$ cat src/rtl/iob_ram_bist_pkg.sv
// iob_ram_bist_pkg: shared FSM state encoding for the RAM BIST controller.
package iob_ram_bist_pkg;

  typedef enum logic [2:0] {
    ST_IDLE  = 3'd0,
    ST_WRITE = 3'd1,
    ST_ZREAD = 3'd2,
    ST_READ  = 3'd3,
    ST_DRAIN = 3'd4,
    ST_DONE  = 3'd5
  } bist_state_t;

endpackage

$ cat src/rtl/iob_ram_bist_if.sv
// iob_ram_bist_if: RAM-side bus between the BIST controller (master) and the RAM (slave).
interface iob_ram_bist_if #(
  parameter int DATA_W = 16,
  parameter int ADDR_W = 13
);
  logic              w_en_o;
  logic              r_en_o;
  logic [DATA_W-1:0] w_data_o;
  logic [ADDR_W-1:0] addr_o;
  logic [DATA_W-1:0] r_data_i;

  modport master (output w_en_o, r_en_o, w_data_o, addr_o, input r_data_i);
  modport slave  (input w_en_o, r_en_o, w_data_o, addr_o, output r_data_i);
endinterface

$ cat src/rtl/iob_ram_bist_chk.sv
// iob_ram_bist_chk: aligns expected data/address with the one-cycle read latency,
// compares against returned data and keeps a saturating error count plus first-fail address.
module iob_ram_bist_chk
  import iob_ram_bist_pkg::*;
#(
  parameter int DATA_W = 16,
  parameter int ADDR_W = 13,
  parameter int ERR_W  = 16
) (
  input  logic              clk_i,
  input  logic              arst_n_i,
  input  logic              clr_i,
  input  logic              vld_i,
  input  logic [DATA_W-1:0] exp_i,
  input  logic [ADDR_W-1:0] addr_i,
  input  logic [DATA_W-1:0] r_data_i,
  output logic [ERR_W-1:0]  err_cnt_o,
  output logic [ADDR_W-1:0] fail_addr_o,
  output logic              clean_o
);

  localparam logic [ERR_W-1:0] ERR_MAX = {ERR_W{1'b1}};

  logic              vld_q, vld_d;
  logic [DATA_W-1:0] exp_q, exp_d;
  logic [ADDR_W-1:0] addr_q, addr_d;
  logic [ERR_W-1:0]  err_q, err_d;
  logic [ADDR_W-1:0] fail_q, fail_d;
  logic              mism_s;

  // Pipeline stage update, mismatch detection and error bookkeeping.
  always_comb begin
    vld_d  = vld_i;
    exp_d  = exp_i;
    addr_d = addr_i;
    err_d  = err_q;
    fail_d = fail_q;
    mism_s = vld_q && (r_data_i != exp_q);
    if (clr_i) begin
      vld_d  = 1'b0;
      err_d  = {ERR_W{1'b0}};
      fail_d = {ADDR_W{1'b0}};
    end else if (mism_s) begin
      if (err_q == {ERR_W{1'b0}}) begin
        fail_d = addr_q;
      end else begin
        fail_d = fail_q;
      end
      if (err_q != ERR_MAX) begin
        err_d = err_q + ERR_W'(1'b1);
      end else begin
        err_d = err_q;
      end
    end else begin
      err_d  = err_q;
      fail_d = fail_q;
    end
  end

  // Checker state registers.
  always_ff @(posedge clk_i or negedge arst_n_i) begin
    if (!arst_n_i) begin
      vld_q  <= 1'b0;
      exp_q  <= {DATA_W{1'b0}};
      addr_q <= {ADDR_W{1'b0}};
      err_q  <= {ERR_W{1'b0}};
      fail_q <= {ADDR_W{1'b0}};
    end else begin
      vld_q  <= vld_d;
      exp_q  <= exp_d;
      addr_q <= addr_d;
      err_q  <= err_d;
      fail_q <= fail_d;
    end
  end

  assign err_cnt_o   = err_q;
  assign fail_addr_o = fail_q;
  assign clean_o     = (err_d == {ERR_W{1'b0}});

endmodule

$ cat src/rtl/iob_ram_bist.sv
// iob_ram_bist: RAM BIST controller. Writes an incrementing pattern to every address,
// optionally checks that un-enabled reads return 0 (IOB_RAM_BIST_ZCHK_EN), then reads
// everything back and reports pass/fail, error count and first failing address.
module iob_ram_bist
  import iob_ram_bist_pkg::*;
#(
  parameter int DATA_W  = 16,
  parameter int ADDR_W  = 13,
  parameter int SEQ_INI = 32,
  parameter int ERR_W   = 16
) (
  input  logic              clk_i,
  input  logic              arst_n_i,
  input  logic              start_i,
  output logic              busy_o,
  output logic              done_o,
  output logic              pass_o,
  output logic [ERR_W-1:0]  err_cnt_o,
  output logic [ADDR_W-1:0] fail_addr_o,
  iob_ram_bist_if.master    ram_bus
);

  function automatic logic [DATA_W-1:0] pat_f(input logic [ADDR_W-1:0] a);
    pat_f = DATA_W'(a) + DATA_W'(SEQ_INI);
  endfunction

  bist_state_t       state_q, state_d;
  logic [ADDR_W-1:0] cnt_q, cnt_d;
  logic              w_en_q, w_en_d;
  logic              r_en_q, r_en_d;
  logic [ADDR_W-1:0] addr_q, addr_d;
  logic [DATA_W-1:0] w_data_q, w_data_d;
  logic              rd_vld_q, rd_vld_d;
  logic [DATA_W-1:0] rd_exp_q, rd_exp_d;
  logic              busy_q, busy_d;
  logic              done_q, done_d;
  logic              pass_q, pass_d;
  logic              clr_s;
  logic              last_s;
  logic              chk_clean_s;

  assign last_s = (cnt_q == {ADDR_W{1'b1}});

  // Next-state/counter logic, then registered-output decode from the next state.
  always_comb begin
    state_d  = state_q;
    cnt_d    = cnt_q;
    clr_s    = 1'b0;
    w_en_d   = 1'b0;
    r_en_d   = 1'b0;
    addr_d   = {ADDR_W{1'b0}};
    w_data_d = {DATA_W{1'b0}};
    rd_vld_d = 1'b0;
    rd_exp_d = {DATA_W{1'b0}};
    busy_d   = 1'b0;
    done_d   = 1'b0;

    case (state_q)
      ST_IDLE, ST_DONE: begin
        if (start_i) begin
          clr_s   = 1'b1;
          state_d = ST_WRITE;
          cnt_d   = {ADDR_W{1'b0}};
        end else begin
          state_d = state_q;
        end
      end
      ST_WRITE: begin
        cnt_d = cnt_q + ADDR_W'(1'b1);
        if (last_s) begin
`ifdef IOB_RAM_BIST_ZCHK_EN
          state_d = ST_ZREAD;
`else
          state_d = ST_READ;
`endif
        end else begin
          state_d = ST_WRITE;
        end
      end
`ifdef IOB_RAM_BIST_ZCHK_EN
      ST_ZREAD: begin
        cnt_d = cnt_q + ADDR_W'(1'b1);
        if (last_s) begin
          state_d = ST_READ;
        end else begin
          state_d = ST_ZREAD;
        end
      end
`endif
      ST_READ: begin
        cnt_d = cnt_q + ADDR_W'(1'b1);
        if (last_s) begin
          state_d = ST_DRAIN;
        end else begin
          state_d = ST_READ;
        end
      end
      ST_DRAIN: begin
        cnt_d   = {ADDR_W{1'b0}};
        state_d = ST_DONE;
      end
      default: begin
        cnt_d   = {ADDR_W{1'b0}};
        state_d = ST_IDLE;
      end
    endcase

    case (state_d)
      ST_WRITE: begin
        busy_d   = 1'b1;
        w_en_d   = 1'b1;
        addr_d   = cnt_d;
        w_data_d = pat_f(cnt_d);
      end
`ifdef IOB_RAM_BIST_ZCHK_EN
      ST_ZREAD: begin
        busy_d   = 1'b1;
        addr_d   = cnt_d;
        rd_vld_d = 1'b1;
        rd_exp_d = {DATA_W{1'b0}};
      end
`endif
      ST_READ: begin
        busy_d   = 1'b1;
        r_en_d   = 1'b1;
        addr_d   = cnt_d;
        rd_vld_d = 1'b1;
        rd_exp_d = pat_f(cnt_d);
      end
      ST_DRAIN: begin
        busy_d = 1'b1;
      end
      ST_DONE: begin
        done_d = 1'b1;
      end
      default: begin
        busy_d = 1'b0;
        done_d = 1'b0;
      end
    endcase
  end

  // The error count seen on entry to DONE already includes the final (drain) compare.
  assign pass_d = (state_d == ST_DONE) && chk_clean_s;

  // State, counter and registered output flops.
  always_ff @(posedge clk_i or negedge arst_n_i) begin
    if (!arst_n_i) begin
      state_q  <= ST_IDLE;
      cnt_q    <= {ADDR_W{1'b0}};
      w_en_q   <= 1'b0;
      r_en_q   <= 1'b0;
      addr_q   <= {ADDR_W{1'b0}};
      w_data_q <= {DATA_W{1'b0}};
      rd_vld_q <= 1'b0;
      rd_exp_q <= {DATA_W{1'b0}};
      busy_q   <= 1'b0;
      done_q   <= 1'b0;
      pass_q   <= 1'b0;
    end else begin
      state_q  <= state_d;
      cnt_q    <= cnt_d;
      w_en_q   <= w_en_d;
      r_en_q   <= r_en_d;
      addr_q   <= addr_d;
      w_data_q <= w_data_d;
      rd_vld_q <= rd_vld_d;
      rd_exp_q <= rd_exp_d;
      busy_q   <= busy_d;
      done_q   <= done_d;
      pass_q   <= pass_d;
    end
  end

  iob_ram_bist_chk #(
    .DATA_W (DATA_W),
    .ADDR_W (ADDR_W),
    .ERR_W  (ERR_W)
  ) u_chk (
    .clk_i       (clk_i),
    .arst_n_i    (arst_n_i),
    .clr_i       (clr_s),
    .vld_i       (rd_vld_q),
    .exp_i       (rd_exp_q),
    .addr_i      (addr_q),
    .r_data_i    (ram_bus.r_data_i),
    .err_cnt_o   (err_cnt_o),
    .fail_addr_o (fail_addr_o),
    .clean_o     (chk_clean_s)
  );

  assign ram_bus.w_en_o   = w_en_q;
  assign ram_bus.r_en_o   = r_en_q;
  assign ram_bus.addr_o   = addr_q;
  assign ram_bus.w_data_o = w_data_q;
  assign busy_o           = busy_q;
  assign done_o           = done_q;
  assign pass_o           = pass_q;

endmodule
$ cat src/flat_wrapper.sv
// flat-port wrapper written by rule: the top's interface ports become plain ports
module iob_ram_bist_flat import iob_ram_bist_pkg::*;
#(
  parameter int DATA_W  = 16,
  parameter int ADDR_W  = 13,
  parameter int SEQ_INI = 32,
  parameter int ERR_W   = 16
)
  (clk_i, arst_n_i, start_i, busy_o, done_o, pass_o, err_cnt_o, fail_addr_o, ram_bus_w_en_o, ram_bus_r_en_o, ram_bus_w_data_o, ram_bus_addr_o, ram_bus_r_data_i);
  iob_ram_bist_if #(.DATA_W(DATA_W), .ADDR_W(ADDR_W)) ram_bus_i ();
  input  logic clk_i;
  input  logic arst_n_i;
  input  logic start_i;
  output logic busy_o;
  output logic done_o;
  output logic pass_o;
  output logic [ERR_W-1:0] err_cnt_o;
  output logic [ADDR_W-1:0] fail_addr_o;
  output wire logic [$bits(ram_bus_i.w_en_o)-1:0] ram_bus_w_en_o;
  output wire logic [$bits(ram_bus_i.r_en_o)-1:0] ram_bus_r_en_o;
  output wire logic [$bits(ram_bus_i.w_data_o)-1:0] ram_bus_w_data_o;
  output wire logic [$bits(ram_bus_i.addr_o)-1:0] ram_bus_addr_o;
  input wire logic [$bits(ram_bus_i.r_data_i)-1:0] ram_bus_r_data_i;
  assign ram_bus_w_en_o = ram_bus_i.w_en_o;
  assign ram_bus_r_en_o = ram_bus_i.r_en_o;
  assign ram_bus_w_data_o = ram_bus_i.w_data_o;
  assign ram_bus_addr_o = ram_bus_i.addr_o;
  assign ram_bus_i.r_data_i = ram_bus_r_data_i;
  iob_ram_bist #(.DATA_W(DATA_W), .ADDR_W(ADDR_W), .SEQ_INI(SEQ_INI), .ERR_W(ERR_W)) u_core (.clk_i(clk_i), .arst_n_i(arst_n_i), .start_i(start_i), .busy_o(busy_o), .done_o(done_o), .pass_o(pass_o), .err_cnt_o(err_cnt_o), .fail_addr_o(fail_addr_o), .ram_bus(ram_bus_i));
endmodule
$ cat config.mk
export PLATFORM = sky130hd
export DESIGN_NAME = iob_ram_bist_flat
export DESIGN_NICKNAME = d
export VERILOG_FILES = /design/src/rtl/iob_ram_bist_pkg.sv /design/src/rtl/iob_ram_bist_if.sv /design/src/rtl/iob_ram_bist_chk.sv /design/src/rtl/iob_ram_bist.sv /design/src/flat_wrapper.sv
export SDC_FILE = /design/constraint.sdc
export NUM_CORES = 1
export LEC_CHECK = 0
export CORE_UTILIZATION = 30
export DETAILED_ROUTE_END_ITERATION = 8
export PLACE_DENSITY_LB_ADDON = 0.12
export SYNTH_ARGS = -nofsm -noshare
export SYNTH_HDL_FRONTEND = slang
export SYNTH_SLANG_ARGS = --single-unit
$ cat constraint.sdc
create_clock -name clk_i -period 3.6 [get_ports clk_i]
set_clock_uncertainty 0.2 [all_clocks]
set_input_delay 0.54 -clock clk_i [delete_from_list [all_inputs] [get_ports clk_i]]
set_output_delay 0.54 -clock clk_i [all_outputs]
set_load 0.05 [all_outputs]
==> key figures <==
Status
  – Outcome: finished, final reports clean

Placement
  – Final weighted congestion in routability-driven placement: 0.806
  – Placed cell areas: 6040 sq um
  – Number of buffer cells added on primary ports: 79
  – Worst Setup Slack post-DPL: 0.332 ns
  – Inst Count DP: 737
  – DP HPWL: 8520 microns

STA
  – Final Slew Violations: 0
  – Setup tns final: 0 ns
  – Worst Tran Pin Value: 0.743 ns
  – Max_slew headroom: 50.5%
  – Highest clock rate: 334 MHz
  – Clock period minus final worst setup slack: 2.99 ns
  – Final hold violation count: 0
  – Unrepaired setup endpoints after global routing: false
  – Final critical-path share of the clock period: 83.2%
  – Least setup slack across all paths after layout: 0.605 ns
  – Final setup fails: 0
  – Final-layout worst hold slack: 0.146 ns

Floorplan
  – Initial core utilization: 30.6%
  – Die outline area: 17400 sq um
  – Chip Height: 132 microns
  – Standard-cell rows: 47
  – Top-level I/O count: 82
  – Die extent in x: 132 microns
  – Placeable core region: 16500 sq um

Routing
  – First DRT Iteration DRCs: 202
  – Residual DRC count: 0
  – Number of iterations in the first detailed-routing pass: 4
  – Total Routed Length: 12000 microns
  – Routed wirelength normalized by instance count: 15.6 microns
  – Remaining antenna violation count: 0
  – Vias: 3602
  – Average vias per placed instance: 4.68

Worst setup path
  – Source of the worst register-to-register timing path: u_core.u_chk.err_cnt_o[0]
  – Critical path required time: 3.71 ns
  – Cell chain of the critical path: ha_1 > nand4_4 > or4_4 > nor3b_1 > and4_1 > nor3_1 > nand4bb_1 > nor4_2
  – Element type at the critical path start: flip-flop
  – Slowest library cell on the worst path: sky130_fd_sc_hd__or4_4
  – Crit end category: flip-flop
  – Kind of critical path: reg -> reg
  – Crit path DAT: 3.11 ns
  – Largest delay share family, worst path: simple AND/OR/NAND/NOR gates
  – Buf/Inv on CP: 0
  – Peak per-stage delay on the critical path: 0.64 ns
  – Critical path fanouts, max: 9
  – Critical path launch point: u_core.u_chk.err_cnt_o[0]

Global route
  – Global-route usage over all layers: 14.9%
  – GRT overflow: 0
  – Vias in the first global route: 3698
  – Maximum number of pins on one net before global-route repair: 54
  – Antenna violations before repair: 0
  – Global-route wire length before repair: 19900 microns

Clock network
  – Clock tree from TritonCTS: built
  – Library cell used as clock root buffer: sky130_fd_sc_hd__clkbuf_16
  – Clock latency of the later-clocked register in the worst-skew pair: 0.41 ns
  – # Post-CTS Setup Buffers: 0
  – Number of H-tree levels: 4
  – Inserted Clock Buffers: 17
  – Clk buf depth: 2
  – Clock-pin slew of the registers on the worst-case setup and hold paths: 0.05 ns
  – Sink count of the clock tree: 119

Synth
  – Mean instance size in the synthesized netlist: 11.1 sq um
  – Area fraction of the dominant cell type after synthesis: 58.9%
  – Flops & latches, synth: 119
  – Synth Flop Type: sky130_fd_sc_hd__dfrtp_1
  – Ys async rst share: 100%
  – Cells after Synth: 454
  – Number of synthesized flops with an enable pin: 0
  – Post-Syn Area: 5060 sq um
  – Unique cell type count in the Yosys netlist: 60
  – Cell types with the largest area share after synthesis: sky130_fd_sc_hd__dfrtp_1, sky130_fd_sc_hd__nor2_1, sky130_fd_sc_hd__xnor2_1
  – Sequential element share of the synthesized area: 58.9%
  – Library cell with the largest summed area after synthesis: sky130_fd_sc_hd__dfrtp_1
  – Number of warnings printed during yosys synthesis: 0

Power and ir drop
  – Overall power: 4.19 mW
  – PD cells: 629 nW/um^2
  – Pleak: 2.98 nW
  – Peak supply drop: 0.351 mV

Layout
  – Layout net count: 560
  – Final instance area: 6670 sq um
  – Layout-stage area growth over the synthesis result: 31.8%
  – Fin util: 40.3%
  – Antenna cells: 0
  – Number of standard cells in the final layout excluding fillers: 769
  – Final-layout fill cell count: 1573
  – Share of cells above drive strength 1: 10.9%

Hold path
  – Start point of the worst hold path: u_core.rd_exp_q[1]
  – Worst min path class: reg -> reg

Job
  – Max-cap viol count: 0
[kinds of logic after synthesis]
| family | synth area share, % |
|---|---|
| and+or+nand+nor | 18.4 |
| DFF | 58.9 |
| AOI/OAI and AO/OA | 6.56 |
| buffers and inverters | 4.25 |
| xor gates and xnor gates | 7.25 |
| muxes | 3.64 |
| adders and majority gates | 0.990 |
| other | 0.0741 |
[worst reg2reg max path: cells and delay by family, from the launching register on]
| family | cells | cell delay [ns] |
|---|---|---|
| and+or+nand+nor | 7 | 1.84 |
| DFF | 1 | 0.53 |
| adders and majority gates | 1 | 0.33 |
[final cells by class]
cell class / instances / area, sq um / area share (%)
Tap cell: 220 / 275 / 4.13
Sequential cell: 119 / 2980 / 44.7
Inverter: 18 / 67.6 / 1.01
Clock inverter: 13 / 180 / 2.70
Timing Repair Buffer: 87 / 851 / 12.8
Clock buffer: 18 / 439 / 6.59
Multi-Input combinational cell: 294 / 1880 / 28.1
[power breakdown]
group	internal, mW	switching (mW)	total (mW)
Combinational	0.270	0.557	0.826
Sequential	1.50	0.106	1.61
Clock	1.17	0.587	1.75
Total	2.94	1.25	4.19
[what timing repair did]
action / 4_1_cts / 5_1_grt
endpoints found under the hold margin: 13 / 0
resized for setup: 0 / 0
hold buffers: 1 / 0
[routing by layer]
| layer | vias up | global-route usage (%) | part of all wire, % |
|---|---|---|---|
| li1 | 1709 | - | - |
| met2 | 84 | 24.6 | 50 |
| met3 | 14 | 4.31 | 3.3 |
| met4 | 0 | 5.17 | 1.3 |
| met1 | 1795 | 18.6 | 45 |
| met5 | - | 0 | 0 |
[synthesized netlist by cell type (2+ instances only)]
cell type and instances:
sky130_fd_sc_hd__dfrtp_1 119, sky130_fd_sc_hd__nor2_1 80, sky130_fd_sc_hd__xnor2_1 25, sky130_fd_sc_hd__nand2_1 24
sky130_fd_sc_hd__inv_1 18, sky130_fd_sc_hd__mux2i_1 17, sky130_fd_sc_hd__xor2_1 15, sky130_fd_sc_hd__a21oi_1 14
sky130_fd_sc_hd__nand4_1 12, sky130_fd_sc_hd__nand3_1 11, sky130_fd_sc_hd__clkbuf_1 10, sky130_fd_sc_hd__nor3_1 8
sky130_fd_sc_hd__and3_1 7, sky130_fd_sc_hd__a31oi_1 5, sky130_fd_sc_hd__buf_6 5, sky130_fd_sc_hd__nor4_1 5
sky130_fd_sc_hd__o21ai_0 5, sky130_fd_sc_hd__and2_1 4, sky130_fd_sc_hd__and4_1 4, sky130_fd_sc_hd__buf_4 4
sky130_fd_sc_hd__ha_1 4, sky130_fd_sc_hd__a211oi_1 3, sky130_fd_sc_hd__a21o_1 3, sky130_fd_sc_hd__buf_2 3
sky130_fd_sc_hd__nand2b_1 3, sky130_fd_sc_hd__or2_2 3, sky130_fd_sc_hd__a22oi_1 2, sky130_fd_sc_hd__a311oi_1 2
sky130_fd_sc_hd__a31o_2 2, sky130_fd_sc_hd__and3_2 2, sky130_fd_sc_hd__nand4_4 2, sky130_fd_sc_hd__nor2b_1 2
sky130_fd_sc_hd__nor3b_1 2, sky130_fd_sc_hd__o31ai_1 2, sky130_fd_sc_hd__or3_1 2
[layout by cell type (no fill, tap or decap), drive strengths merged, types with 10 or more instances in the layout]
cell / n
mux2i: 18
nand3: 11
a21oi: 14
nand4: 14
dfrtp: 119
nand2: 24
xnor2: 25
inv: 18
and3: 10
nor2: 80
clkdlybuf4s50: 78
clkbuf: 18
xor2: 16
[sequential cells by signal, summed over array words and instances, names as in the netlist]
register,count
u_core.busy_o,1
u_core.ram_bus.r_en_o,1
u_core.cnt_q,13
u_core.rd_exp_q,14
u_core.pass_o,1
u_core.ram_bus.w_en_o,1
u_core.done_o,1
u_core.ram_bus.w_data_o,14
u_core.u_chk.fail_addr_o,13
u_core.u_chk.vld_q,1
u_core.state_q,3
u_core.ram_bus.addr_o,13
u_core.u_chk.addr_q,13
u_core.u_chk.err_cnt_o,16
u_core.u_chk.exp_q,14
[worst paths after layout]
path	end	slack, ns	depth (start not counted)
setup reg to reg	u_core.pass_o	0.61	8
setup / recovery	u_core.pass_o	0.61	8
hold reg to reg	u_core.u_chk.exp_q[1]	0.15	0
max in group asynchronous	u_core.ram_bus.w_data_o[7]	1.91	3
min in group asynchronous	u_core.u_chk.fail_addr_o[2]	0.52	2
hold / removal	u_core.u_chk.exp_q[1]	0.15	0
No activity file was read; power rests on OpenSTA's default activity.
